### config.mk
export PLATFORM = sky130hd
export DESIGN_NAME = cdb_arbiter_flat
export DESIGN_NICKNAME = d
export VERILOG_FILES = /design/src/rtl/cdb_arbiter_if.sv /design/src/rtl/cdb_arbiter.sv /design/src/flat_wrapper.sv
export SDC_FILE = /design/constraint.sdc
export NUM_CORES = 1
export LEC_CHECK = 0
export CELL_PAD_IN_SITES_DETAIL_PLACEMENT = 2
export CELL_PAD_IN_SITES_GLOBAL_PLACEMENT = 2
export CORE_MARGIN = 2
export CORE_UTILIZATION = 21
export CTS_BUF_LIST = sky130_fd_sc_hd__clkbuf_4 sky130_fd_sc_hd__clkbuf_8
export DETAILED_ROUTE_END_ITERATION = 10
export PLACE_DENSITY_LB_ADDON = 0.12
export SYNTH_ARGS = -nofsm -noshare
export SYNTH_HDL_FRONTEND = slang
export SYNTH_SLANG_ARGS = --single-unit
### constraint.sdc
create_clock -name clk_in -period 7.4 [get_ports clk_in]
set_clock_uncertainty 0.2 [all_clocks]
set_input_delay 1.48 -clock clk_in [delete_from_list [all_inputs] [get_ports clk_in]]
set_output_delay 1.48 -clock clk_in [all_outputs]
set_load 0.05 [all_outputs]
### src/rtl/cdb_arbiter_if.sv
// Common-data-bus bundle: requester result slices in, registered broadcast out.
// Requester slice i of every packed vector belongs to requester i.
interface cdb_arbiter_if #(
    parameter int NUM_REQ   = 3,
    parameter int ROB_WIDTH = 4,
    parameter int IDX_WIDTH = 2
);
    logic [NUM_REQ-1:0]           req_valid;
    logic [NUM_REQ-1:0]           req_ready;
    logic [NUM_REQ*ROB_WIDTH-1:0] req_tag;
    logic [NUM_REQ*3-1:0]         req_op;
    logic [NUM_REQ-1:0]           req_done;
    logic [NUM_REQ*5-1:0]         req_rd;
    logic [NUM_REQ*32-1:0]        req_wdata;
    logic [NUM_REQ*32-1:0]        req_jump;

    logic                         wb_valid;
    logic [IDX_WIDTH-1:0]         wb_src;
    logic [ROB_WIDTH-1:0]         wb_tag;
    logic [2:0]                   wb_op;
    logic                         wb_done;
    logic [4:0]                   wb_rd;
    logic [31:0]                  wb_wdata;
    logic [31:0]                  wb_jump;

    // Producer / consumer side (execution units and ROB/RS).
    modport master (
        output req_valid, req_tag, req_op, req_done, req_rd, req_wdata, req_jump,
        input  req_ready,
        input  wb_valid, wb_src, wb_tag, wb_op, wb_done, wb_rd, wb_wdata, wb_jump
    );

    // Arbiter side.
    modport slave (
        input  req_valid, req_tag, req_op, req_done, req_rd, req_wdata, req_jump,
        output req_ready,
        output wb_valid, wb_src, wb_tag, wb_op, wb_done, wb_rd, wb_wdata, wb_jump
    );
endinterface

### src/rtl/cdb_arbiter.sv
// Round-robin arbiter for the single common-data-bus writeback slot.
// One requester wins per cycle; its result is registered and broadcast to
// the ROB and reservation stations one cycle later. A stalled broadcast is
// held, a mispredict clear drops it and rewinds the round-robin pointer.
module cdb_arbiter #(
    parameter int NUM_REQ   = 3,
    parameter int ROB_WIDTH = 4,
    parameter int IDX_WIDTH = 2
) (
    input  logic       clk_in,
    input  logic       rst_n_in,
    input  logic       rdy_in,
    input  logic       clear_in,
    input  logic       stall_in,
    output logic [7:0] busy_cnt,
    cdb_arbiter_if.slave bus
);

    logic                 r_wb_valid;
    logic [IDX_WIDTH-1:0] r_wb_src;
    logic [ROB_WIDTH-1:0] r_wb_tag;
    logic [2:0]           r_wb_op;
    logic                 r_wb_done;
    logic [4:0]           r_wb_rd;
    logic [31:0]          r_wb_wdata;
    logic [31:0]          r_wb_jump;
    logic [IDX_WIDTH-1:0] r_rr_ptr;
    logic [7:0]           r_busy_cnt;

    logic [NUM_REQ-1:0]   w_scan_vec;
    logic [IDX_WIDTH-1:0] w_scan_idx;
    logic                 w_scan_any;
    logic                 w_block;
    logic                 w_grant_any;
    logic [NUM_REQ-1:0]   w_ready;
    logic                 w_refused;
    logic [IDX_WIDTH-1:0] w_next_ptr;

    logic [ROB_WIDTH-1:0] w_sel_tag;
    logic [2:0]           w_sel_op;
    logic                 w_sel_done;
    logic [4:0]           w_sel_rd;
    logic [31:0]          w_sel_wdata;
    logic [31:0]          w_sel_jump;

    // Find the first valid requester starting at the round-robin pointer.
    always_comb begin
        // NOTE: every output of a combinational block gets a default first so no path leaves it unassigned (no latch).
        w_scan_vec = '0;
        w_scan_idx = '0;
        w_scan_any = 1'b0;
        for (int k = 0; k < NUM_REQ; k++) begin
            if (!w_scan_any && bus.req_valid[(int'(r_rr_ptr) + k) % NUM_REQ]) begin
                w_scan_any = 1'b1;
                w_scan_idx = IDX_WIDTH'((int'(r_rr_ptr) + k) % NUM_REQ);
                w_scan_vec[(int'(r_rr_ptr) + k) % NUM_REQ] = 1'b1;
            end
        end
    end

    // No grant in reset, when disabled, on a flush, or while a broadcast is stalled.
    assign w_block     = !rst_n_in || !rdy_in || clear_in || (stall_in && r_wb_valid);
    assign w_grant_any = w_scan_any && !w_block;
    assign w_ready     = w_block ? '0 : w_scan_vec;
    assign w_refused   = |(bus.req_valid & ~w_ready);
    assign w_next_ptr  = (int'(w_scan_idx) == NUM_REQ - 1) ? '0 : w_scan_idx + IDX_WIDTH'(1);

    assign w_sel_tag   = bus.req_tag  [int'(w_scan_idx)*ROB_WIDTH +: ROB_WIDTH];
    assign w_sel_op    = bus.req_op   [int'(w_scan_idx)*3  +: 3];
    assign w_sel_done  = bus.req_done [w_scan_idx];
    assign w_sel_rd    = bus.req_rd   [int'(w_scan_idx)*5  +: 5];
    assign w_sel_wdata = bus.req_wdata[int'(w_scan_idx)*32 +: 32];
    assign w_sel_jump  = bus.req_jump [int'(w_scan_idx)*32 +: 32];

    // Broadcast register and round-robin pointer.
    always_ff @(posedge clk_in or negedge rst_n_in) begin
        if (!rst_n_in) begin
            // NOTE: the data fields are reset too because the broadcast is visible to the ROB/RS straight out of reset.
            r_wb_valid <= 1'b0;
            r_wb_src   <= '0;
            r_wb_tag   <= '0;
            r_wb_op    <= '0;
            r_wb_done  <= 1'b0;
            r_wb_rd    <= '0;
            r_wb_wdata <= '0;
            r_wb_jump  <= '0;
            r_rr_ptr   <= '0;
        end else if (rdy_in) begin
            // NOTE: non-blocking assignments so every register samples pre-edge values.
            if (clear_in) begin
                r_wb_valid <= 1'b0;
                r_rr_ptr   <= '0;
            end else if (stall_in && r_wb_valid) begin
                // Downstream busy: hold the pending broadcast untouched.
            end else if (w_grant_any) begin
                r_wb_valid <= 1'b1;
                r_wb_src   <= w_scan_idx;
                r_wb_tag   <= w_sel_tag;
                r_wb_op    <= w_sel_op;
                r_wb_done  <= w_sel_done;
                r_wb_rd    <= w_sel_rd;
                r_wb_wdata <= w_sel_wdata;
                r_wb_jump  <= w_sel_jump;
                r_rr_ptr   <= w_next_ptr;
            end else begin
                r_wb_valid <= 1'b0;
            end
        end
    end

    // Saturating count of cycles in which some valid requester was refused.
    always_ff @(posedge clk_in or negedge rst_n_in) begin
        if (!rst_n_in) begin
            r_busy_cnt <= '0;
        end else if (rdy_in && w_refused && (r_busy_cnt != 8'hFF)) begin
            r_busy_cnt <= r_busy_cnt + 8'd1;
        end
    end

    assign bus.req_ready = w_ready;
    assign bus.wb_valid  = r_wb_valid;
    assign bus.wb_src    = r_wb_src;
    assign bus.wb_tag    = r_wb_tag;
    assign bus.wb_op     = r_wb_op;
    assign bus.wb_done   = r_wb_done;
    assign bus.wb_rd     = r_wb_rd;
    assign bus.wb_wdata  = r_wb_wdata;
    assign bus.wb_jump   = r_wb_jump;
    assign busy_cnt      = r_busy_cnt;

endmodule

### src/flat_wrapper.sv
// flat-port wrapper written by rule: the top's interface ports become plain ports
module cdb_arbiter_flat 
#(
    parameter int NUM_REQ   = 3,
    parameter int ROB_WIDTH = 4,
    parameter int IDX_WIDTH = 2
)
  (clk_in, rst_n_in, rdy_in, clear_in, stall_in, busy_cnt, bus_req_valid, bus_req_tag, bus_req_op, bus_req_done, bus_req_rd, bus_req_wdata, bus_req_jump, bus_req_ready, bus_wb_valid, bus_wb_src, bus_wb_tag, bus_wb_op, bus_wb_done, bus_wb_rd, bus_wb_wdata, bus_wb_jump);
  cdb_arbiter_if #(.NUM_REQ(NUM_REQ), .ROB_WIDTH(ROB_WIDTH), .IDX_WIDTH(IDX_WIDTH)) bus_i ();
  input  logic clk_in;
  input  logic rst_n_in;
  input  logic rdy_in;
  input  logic clear_in;
  input  logic stall_in;
  output logic [7:0] busy_cnt;
  input wire logic [$bits(bus_i.req_valid)-1:0] bus_req_valid;
  input wire logic [$bits(bus_i.req_tag)-1:0] bus_req_tag;
  input wire logic [$bits(bus_i.req_op)-1:0] bus_req_op;
  input wire logic [$bits(bus_i.req_done)-1:0] bus_req_done;
  input wire logic [$bits(bus_i.req_rd)-1:0] bus_req_rd;
  input wire logic [$bits(bus_i.req_wdata)-1:0] bus_req_wdata;
  input wire logic [$bits(bus_i.req_jump)-1:0] bus_req_jump;
  output wire logic [$bits(bus_i.req_ready)-1:0] bus_req_ready;
  output wire logic [$bits(bus_i.wb_valid)-1:0] bus_wb_valid;
  output wire logic [$bits(bus_i.wb_src)-1:0] bus_wb_src;
  output wire logic [$bits(bus_i.wb_tag)-1:0] bus_wb_tag;
  output wire logic [$bits(bus_i.wb_op)-1:0] bus_wb_op;
  output wire logic [$bits(bus_i.wb_done)-1:0] bus_wb_done;
  output wire logic [$bits(bus_i.wb_rd)-1:0] bus_wb_rd;
  output wire logic [$bits(bus_i.wb_wdata)-1:0] bus_wb_wdata;
  output wire logic [$bits(bus_i.wb_jump)-1:0] bus_wb_jump;
  assign bus_i.req_valid = bus_req_valid;
  assign bus_i.req_tag = bus_req_tag;
  assign bus_i.req_op = bus_req_op;
  assign bus_i.req_done = bus_req_done;
  assign bus_i.req_rd = bus_req_rd;
  assign bus_i.req_wdata = bus_req_wdata;
  assign bus_i.req_jump = bus_req_jump;
  assign bus_req_ready = bus_i.req_ready;
  assign bus_wb_valid = bus_i.wb_valid;
  assign bus_wb_src = bus_i.wb_src;
  assign bus_wb_tag = bus_i.wb_tag;
  assign bus_wb_op = bus_i.wb_op;
  assign bus_wb_done = bus_i.wb_done;
  assign bus_wb_rd = bus_i.wb_rd;
  assign bus_wb_wdata = bus_i.wb_wdata;
  assign bus_wb_jump = bus_i.wb_jump;
  cdb_arbiter #(.NUM_REQ(NUM_REQ), .ROB_WIDTH(ROB_WIDTH), .IDX_WIDTH(IDX_WIDTH)) u_core (.clk_in(clk_in), .rst_n_in(rst_n_in), .rdy_in(rdy_in), .clear_in(clear_in), .stall_in(stall_in), .busy_cnt(busy_cnt), .bus(bus_i));
endmodule
==> impl_metrics.env, run 1 <==
export IMPL_cts_hold_fix_buffers=0
export IMPL_cts_resized=0
export IMPL_swShare_pct=55.8
export IMPL_drtIter0Drc=159
export IMPL_syn_area_per_cell_sq_um=9.09
export IMPL_critPathSlowestCell="clkdlybuf4s50_1"
export IMPL_path_class="input pin to primary output"
export IMPL_cp_start_kind="input pin"
export IMPL_nets=1096
export IMPL_finalSetupTns_ns=0
export IMPL_end_kind="primary output"
export IMPL_clockPowerShare_pct=9.2
export IMPL_powerDensity_nw_per_um2=441
export IMPL_yosys_warnings=0
export IMPL_drv_cap=0
export IMPL_r2r_start="u_core.r_rr_ptr[1]"
export IMPL_endpoint="bus_req_ready[0]"
export IMPL_final_hold_viol_count=0
export IMPL_die_h_microns=159
export IMPL_drv_slew=0
export IMPL_via_count=5669
export IMPL_synth_ff_type="dfrtp_1"
export IMPL_diodes=0
export IMPL_worstPathCellList="clkdlybuf4s50_1, mux2i_2, o22ai_2, a21oi_1, a21boi_0, clkdlybuf4s50_1"
export IMPL_synthDistinctLibCells=51
export IMPL_final_antenna_net_count=0
export IMPL_vias_per_cell=4.82
export IMPL_fin_cells=1176
export IMPL_peakVddDrop_mv=0.264
export IMPL_slew_limit_headroom_pct=26.0
export IMPL_p_comb_share_pct=68.1
export IMPL_numPortBuffers=329
export IMPL_period_minus_slack_ns=5.74
export IMPL_hold_class="flop to flop"
export IMPL_die_x_microns=159
export IMPL_drc_errors=0
export IMPL_report_final_setup_viol=0
export IMPL_async_reset_ff_share_pct=100
export IMPL_syn_num_nets=796
export IMPL_antenna_found_initial=0
export IMPL_cts_root_buf="clkbuf_8"
export IMPL_yosysSeqAreaShare_pct=44.9
export IMPL_max_freq_ghz=0.174
export IMPL_start_util_pct=21.4
export IMPL_power_frac_seq_pct=22.7
export IMPL_clock_latency_ns=0.36
export IMPL_clk_pin_slew_worst_paths_ns=0.09
export IMPL_r2r_cells=8
export IMPL_status="completed"
export IMPL_clock_sinks=90
export IMPL_dpl_hpwl_microns=19000
export IMPL_placed_cells=1160
export IMPL_gp_congestion=0.859
export IMPL_grt_max_degree=79
export IMPL_routed_wl_microns=24900
export IMPL_max_stage_delay_ns=0.84
export IMPL_period_share_pct=77.6
export IMPL_cts_tree="done"
export IMPL_path_depth=6
export IMPL_grt_pass1_wl_microns=36700
export IMPL_ys_ff_latch=90
export IMPL_critical_path_max_fanout=8
export IMPL_syn_instance_count=552
export IMPL_cp_top_family="buffers and inverters"
export IMPL_switchingPower_w=0.00215
export IMPL_grt_pass1_vias=6375
export IMPL_track_usage_pct=19.2
export IMPL_synth_area_sq_um=5020
export IMPL_cts_buffer_depth=2
export IMPL_postCtsSetupBuffers=0
export IMPL_reg2reg_to="u_core.bus.wb_jump[17]"
export IMPL_cp_arrival_ns=4.06
export IMPL_boundaryPins=330
export IMPL_grt_ovfl_total=0
export IMPL_drive_above_1_share_pct=6.42
export IMPL_design_die_area_sq_um=25100
export IMPL_crit_start="bus_req_valid[0]"
export IMPL_h_tree_depth=3
export IMPL_cp_common_cell="clkdlybuf4s50_1"
export IMPL_cts_buffers_inserted=9
export IMPL_core_sq_um=23500
export IMPL_wl_per_cell_microns=21.1
export IMPL_rows=56
export IMPL_area_growth_pct=74.0
export IMPL_first_pass_iters=4
export IMPL_synth_edff_count=0
export IMPL_crit_required_ns=5.72
export IMPL_tightest_slew_ns=1.11
export IMPL_power_leakage_nw=3.43
export IMPL_rsz0062_at_grt="false"
export IMPL_p_int_w=0.00170
export IMPL_worst_path_buf_inv=2
export IMPL_r2r_setup_slack_ns=3.70
[cell type report]
class	count	area, sq um
clock inverter	6	66.3
sequential	90	2250
clock buffer	10	131
timing repair buffer	336	3340
inverter	10	37.5
tap	319	399
fill	2591	14700
multi-input combinational	405	2500
[metrics by stage]
stage / instance area, sq um / power [W] / util, % / setup WS [ns] / hold WS (ns)
CTS: 8730 / 0.00393 / 37.2 / 1.63 / 0.303
detailed placement: 8530 / 0.00355 / 36.4 / 1.65 / 0.285
global placement: 8530 / 0.00347 / 36.4 / 1.80 / 0.263
global route: 8730 / 0.00410 / 37.2 / 1.55 / 0.338
finish: 8730 / 0.00385 / 37.2 / 1.66 / 0.300
floorplan: 5020 / 0.00258 / - / 2.39 / 0.317
[flip-flops by register name, summed over array words and instances, names as in the netlist]
| signal | flops |
|---|---|
| u_core.bus.wb_jump | 32 |
| u_core.bus.wb_wdata | 32 |
| u_core.busy_cnt | 8 |
| u_core.bus.wb_rd | 5 |
| u_core.bus.wb_tag | 4 |
| u_core.bus.wb_op | 3 |
| u_core.bus.wb_src | 2 |
| u_core.r_rr_ptr | 2 |
| u_core.bus.wb_done | 1 |
| u_core.bus.wb_valid | 1 |
[tightest hold or removal path, stage by stage (launching register included)]
cell and delay (ns):
dfrtp_1 0.36, nand2_1 0.05, nand2_1 0.06
[synthesized netlist by cell type, types with 2 or more instances]
cell | instances | area (sq um)
a221oi_2 | 19 | 285
a31oi_1 | 4 | 25.0
o21ai_0 | 2 | 10.0
a221oi_1 | 59 | 517
nand3_1 | 4 | 20.0
buf_2 | 13 | 65.1
nor2b_1 | 2 | 12.5
nor2_1 | 80 | 300
a21oi_1 | 80 | 400
inv_1 | 10 | 37.5
ha_1 | 5 | 62.6
buf_4 | 4 | 30.0
clkbuf_1 | 25 | 93.8
o311ai_0 | 2 | 17.5
a211oi_1 | 2 | 15.0
nand2_1 | 96 | 360
xnor2_1 | 7 | 61.3
dfrtp_1 | 90 | 2250
and3_1 | 6 | 37.5
nand4_1 | 2 | 12.5
o311ai_1 | 6 | 52.6
buf_6 | 5 | 56.3
[cells by family after synthesis]
logic type / after synthesis / synth area share (%)
AND/OR/NAND/NOR: 195 / 15.5
AO/OA/AOI/OAI: 192 / 29.8
flip-flops: 90 / 44.9
buffers and inverters: 57 / 5.64
XOR/XNOR: 7 / 1.22
multiplexers: 6 / 1.67
adder cells (fa/ha/maj): 5 / 1.25
[per-layer routing]
metal	global-route usage, %	part of all wire, %	vias up
met5	0	0	-
met4	4.12	1.1	0
met3	7.05	10	14
met2	34.3	49	222
met1	21.7	39	2821
li1	-	-	2612
[power groups by stage]
stage               clock network, W  logic (W)  registers (W)
floorplan                          0   0.000900        0.00168
global placement                   0    0.00260       0.000870
detailed placement                 0    0.00267       0.000887
CTS                         0.000376    0.00267       0.000878
global route                0.000391    0.00281       0.000906
finish                      0.000355    0.00263       0.000873
[cell usage in the layout, fill, tap and decap left out, types with 2 or more instances in the layout]
cell type	instances
a31oi_1	4
xnor2_1	7
o311ai_0	2
nand4_1	2
ha_1	5
o21ai_0	2
clkinv_2	2
buf_4	8
nand3_1	4
nand2_1	96
clkdlybuf4s50_1	328
dfrtp_1	90
a221oi_1	59
a221oi_2	19
nor2_1	80
nor2b_1	2
and3_1	6
a211oi_1	2
clkinvlp_4	2
clkbuf_8	9
o311ai_1	6
inv_1	10
a21oi_1	80
[how the worst min path moves through the flow]
| stage | from | to | slack (ns) | depth (start not counted) |
|---|---|---|---|---|
| detailed placement | u_core.bus.wb_src[1] | u_core.bus.wb_src[1] | 0.29 | 2 |
| global placement | u_core.bus.wb_src[1] | u_core.bus.wb_src[1] | 0.26 | 2 |
| floorplan | u_core.r_rr_ptr[1] | u_core.r_rr_ptr[1] | 0.32 | 2 |
| global route | u_core.bus.wb_src[0] | u_core.bus.wb_src[0] | 0.34 | 2 |
| finish | u_core.bus.wb_src[0] | u_core.bus.wb_src[0] | 0.30 | 2 |
| CTS | u_core.bus.wb_src[1] | u_core.bus.wb_src[1] | 0.30 | 2 |
Note: power is estimated with default switching activity, not from simulation.
==> run 2: changes to the inputs <==
--- a/config.mk
+++ b/config.mk
@@ -8,7 +8,7 @@
 export CELL_PAD_IN_SITES_DETAIL_PLACEMENT = 2
 export CELL_PAD_IN_SITES_GLOBAL_PLACEMENT = 2
 export CORE_MARGIN = 2
-export CORE_UTILIZATION = 21
+export CORE_UTILIZATION = 20
 export CTS_BUF_LIST = sky130_fd_sc_hd__clkbuf_4 sky130_fd_sc_hd__clkbuf_8
 export DETAILED_ROUTE_END_ITERATION = 10
 export PLACE_DENSITY_LB_ADDON = 0.12
==> constraint.sdc (replaced) <==
create_clock -name clk_in -period 5.9 [get_ports clk_in]
set_clock_uncertainty 0.2 [all_clocks]
set_input_delay 1.18 -clock clk_in [delete_from_list [all_inputs] [get_ports clk_in]]
set_output_delay 1.18 -clock clk_in [all_outputs]
set_load 0.05 [all_outputs]
==> run 2 against run 1 <==
Register-to-register slack worse by 1.5 ns. Worst setup slack worse by 0.87 ns. Count of clock-buffer cells in the layout stayed put. Critical path type unchanged. Design area is 0.27% higher.
==> impl_metrics.env, run 2 (synthesis results as in run 1) <==
export IMPL_drc_errors=0
export IMPL_drv_cap=0
export IMPL_cts_root_buf="clkbuf_8"
export IMPL_start_util_pct=20.5
export IMPL_peakVddDrop_mv=0.299
export IMPL_drive_above_1_share_pct=6.64
export IMPL_end_kind="primary output"
export IMPL_report_final_setup_viol=0
export IMPL_finalSetupTns_ns=0
export IMPL_die_h_microns=162
export IMPL_power_leakage_nw=3.43
export IMPL_cts_buffer_depth=2
export IMPL_postCtsSetupBuffers=0
export IMPL_utilization_pct=35.8
export IMPL_drv_slew=0
export IMPL_clk_pin_slew_worst_paths_ns=0.10
export IMPL_numPortBuffers=329
export IMPL_crit_required_ns=4.52
export IMPL_cp_arrival_ns=3.73
export IMPL_fin_cells=1184
export IMPL_finalPower_w=0.00482
export IMPL_r2r_cells=8
export IMPL_tightest_slew_ns=1.05
export IMPL_swShare_pct=56.3
export IMPL_gp_congestion=0.859
export IMPL_switchingPower_w=0.00271
export IMPL_powerDensity_nw_per_um2=551
export IMPL_hold_class="flop to flop"
export IMPL_period_minus_slack_ns=5.11
export IMPL_clock_sinks=90
export IMPL_h_tree_depth=3
export IMPL_critical_path_max_fanout=9
export IMPL_dpl_hpwl_microns=19500
export IMPL_final_antenna_net_count=0
export IMPL_cts_resized=0
export IMPL_p_comb_share_pct=68.7
export IMPL_r2r_setup_slack_ns=2.22
export IMPL_design_die_area_sq_um=26400
export IMPL_wl_per_cell_microns=21.5
export IMPL_placed_cells=1167
export IMPL_final_hold_viol_count=0
export IMPL_rows=57
export IMPL_seq_area_sq_um=2250
export IMPL_grt_pass1_wl_microns=39200
export IMPL_path_class="input pin to primary output"
export IMPL_grt_ovfl_total=0
export IMPL_vias_per_cell=4.82
export IMPL_nets=1098
export IMPL_antenna_found_initial=3
export IMPL_max_freq_ghz=0.196
export IMPL_via_count=5707
export IMPL_cp_start_kind="input pin"
export IMPL_cts_hold_fix_buffers=0
export IMPL_rsz0062_at_grt="false"
export IMPL_cts_buffers_inserted=9
export IMPL_multiInputGateArea_sq_um=2500
export IMPL_cts_tree="done"
export IMPL_period_share_pct=86.7
export IMPL_layout_common_cells="328 x clkdlybuf4s50_1, 96 x nand2_1, 90 x dfrtp_1"
export IMPL_core_sq_um=24500
export IMPL_routed_wl_microns=25500
export IMPL_area_growth_pct=74.5
export IMPL_clockPowerShare_pct=8.4
export IMPL_p_int_w=0.00211
export IMPL_first_pass_iters=4
export IMPL_layout_commonest_cell="clkdlybuf4s50_1"
export IMPL_hold_path_cell_count=2
export IMPL_die_x_microns=162
export IMPL_drtIter0Drc=220
export IMPL_track_usage_pct=19.3
export IMPL_power_frac_seq_pct=22.9
export IMPL_slew_limit_headroom_pct=30.1
export IMPL_nFillCells=2647
export IMPL_grt_pass1_vias=6444
export IMPL_clock_latency_ns=0.37
export IMPL_boundaryPins=330
export IMPL_grt_max_degree=79
export IMPL_status="completed"
run 2: cell types whose count changed in the layout (fill, tap and decap cells not counted):
cell / change
buf_12: +2
bufinv_16: -1
clkinvlp_4: +1
diode_2: +1
inv_6: +1
inv_8: -1
run 2: per-layer routing:
layer / routed length [microns] / GRT usage [%] / share of wire (%)
met1: 10300 / 22.8 / 40
met2: 12700 / 34.3 / 50
met3: 2070 / 5.60 / 8.1
met4: 374 / 4.79 / 1.5
met5: 13 / 0 / 0.051
run 2: per-stage QoR:
stage / hold WS, ns / worst slack, ns / instance area, sq um
after detailed placement: 0.276 / 0.836 / 8580
after floorplan: 0.317 / 1.49 / 5020
after CTS: 0.303 / 0.818 / 8750
final: 0.294 / 0.787 / 8750
after global placement: 0.264 / 0.992 / 8580
after global routing: 0.317 / 0.632 / 8750
run 2: power by group through the flow:
stage,sequential (W),combinational (W),clock [W]
detailed placement,0.00112,0.00337,0
floorplan,0.00211,0.00113,0
global route,0.00115,0.00356,0.000455
CTS,0.00111,0.00338,0.000436
finish,0.00110,0.00331,0.000407
global placement,0.00109,0.00329,0
run 2: worst max-delay path: stages:
cell	delay (ns)
clkdlybuf4s50_1	0.73
nand2_1	0.15
o311ai_0	0.56
a21oi_1	0.08
a21boi_0	0.20
clkdlybuf4s50_1	0.83
run 2: cell type report:
type | instances | share of cell area (%)
inverters | 10 | 0.429
repair buffers | 338 | 38.6
clock inverters | 6 | 0.472
flip-flops and latches | 90 | 25.7
well taps | 324 | 4.63
diodes | 1 | 0.0286
multi-input cells | 405 | 28.6
clock buffers | 10 | 1.50
run 2: worst paths after layout:
path,start,to
worst max-delay path,bus_req_valid[2],bus_req_ready[0]
worst min-delay path,u_core.bus.wb_src[1],u_core.bus.wb_src[1]
worst max register to register,u_core.r_rr_ptr[1],u_core.bus.wb_jump[2]
worst min register to register,u_core.bus.wb_src[1],u_core.bus.wb_src[1]
max in group asynchronous,rst_n_in,u_core.bus.wb_wdata[17]
min in group asynchronous,rst_n_in,u_core.r_rr_ptr[1]
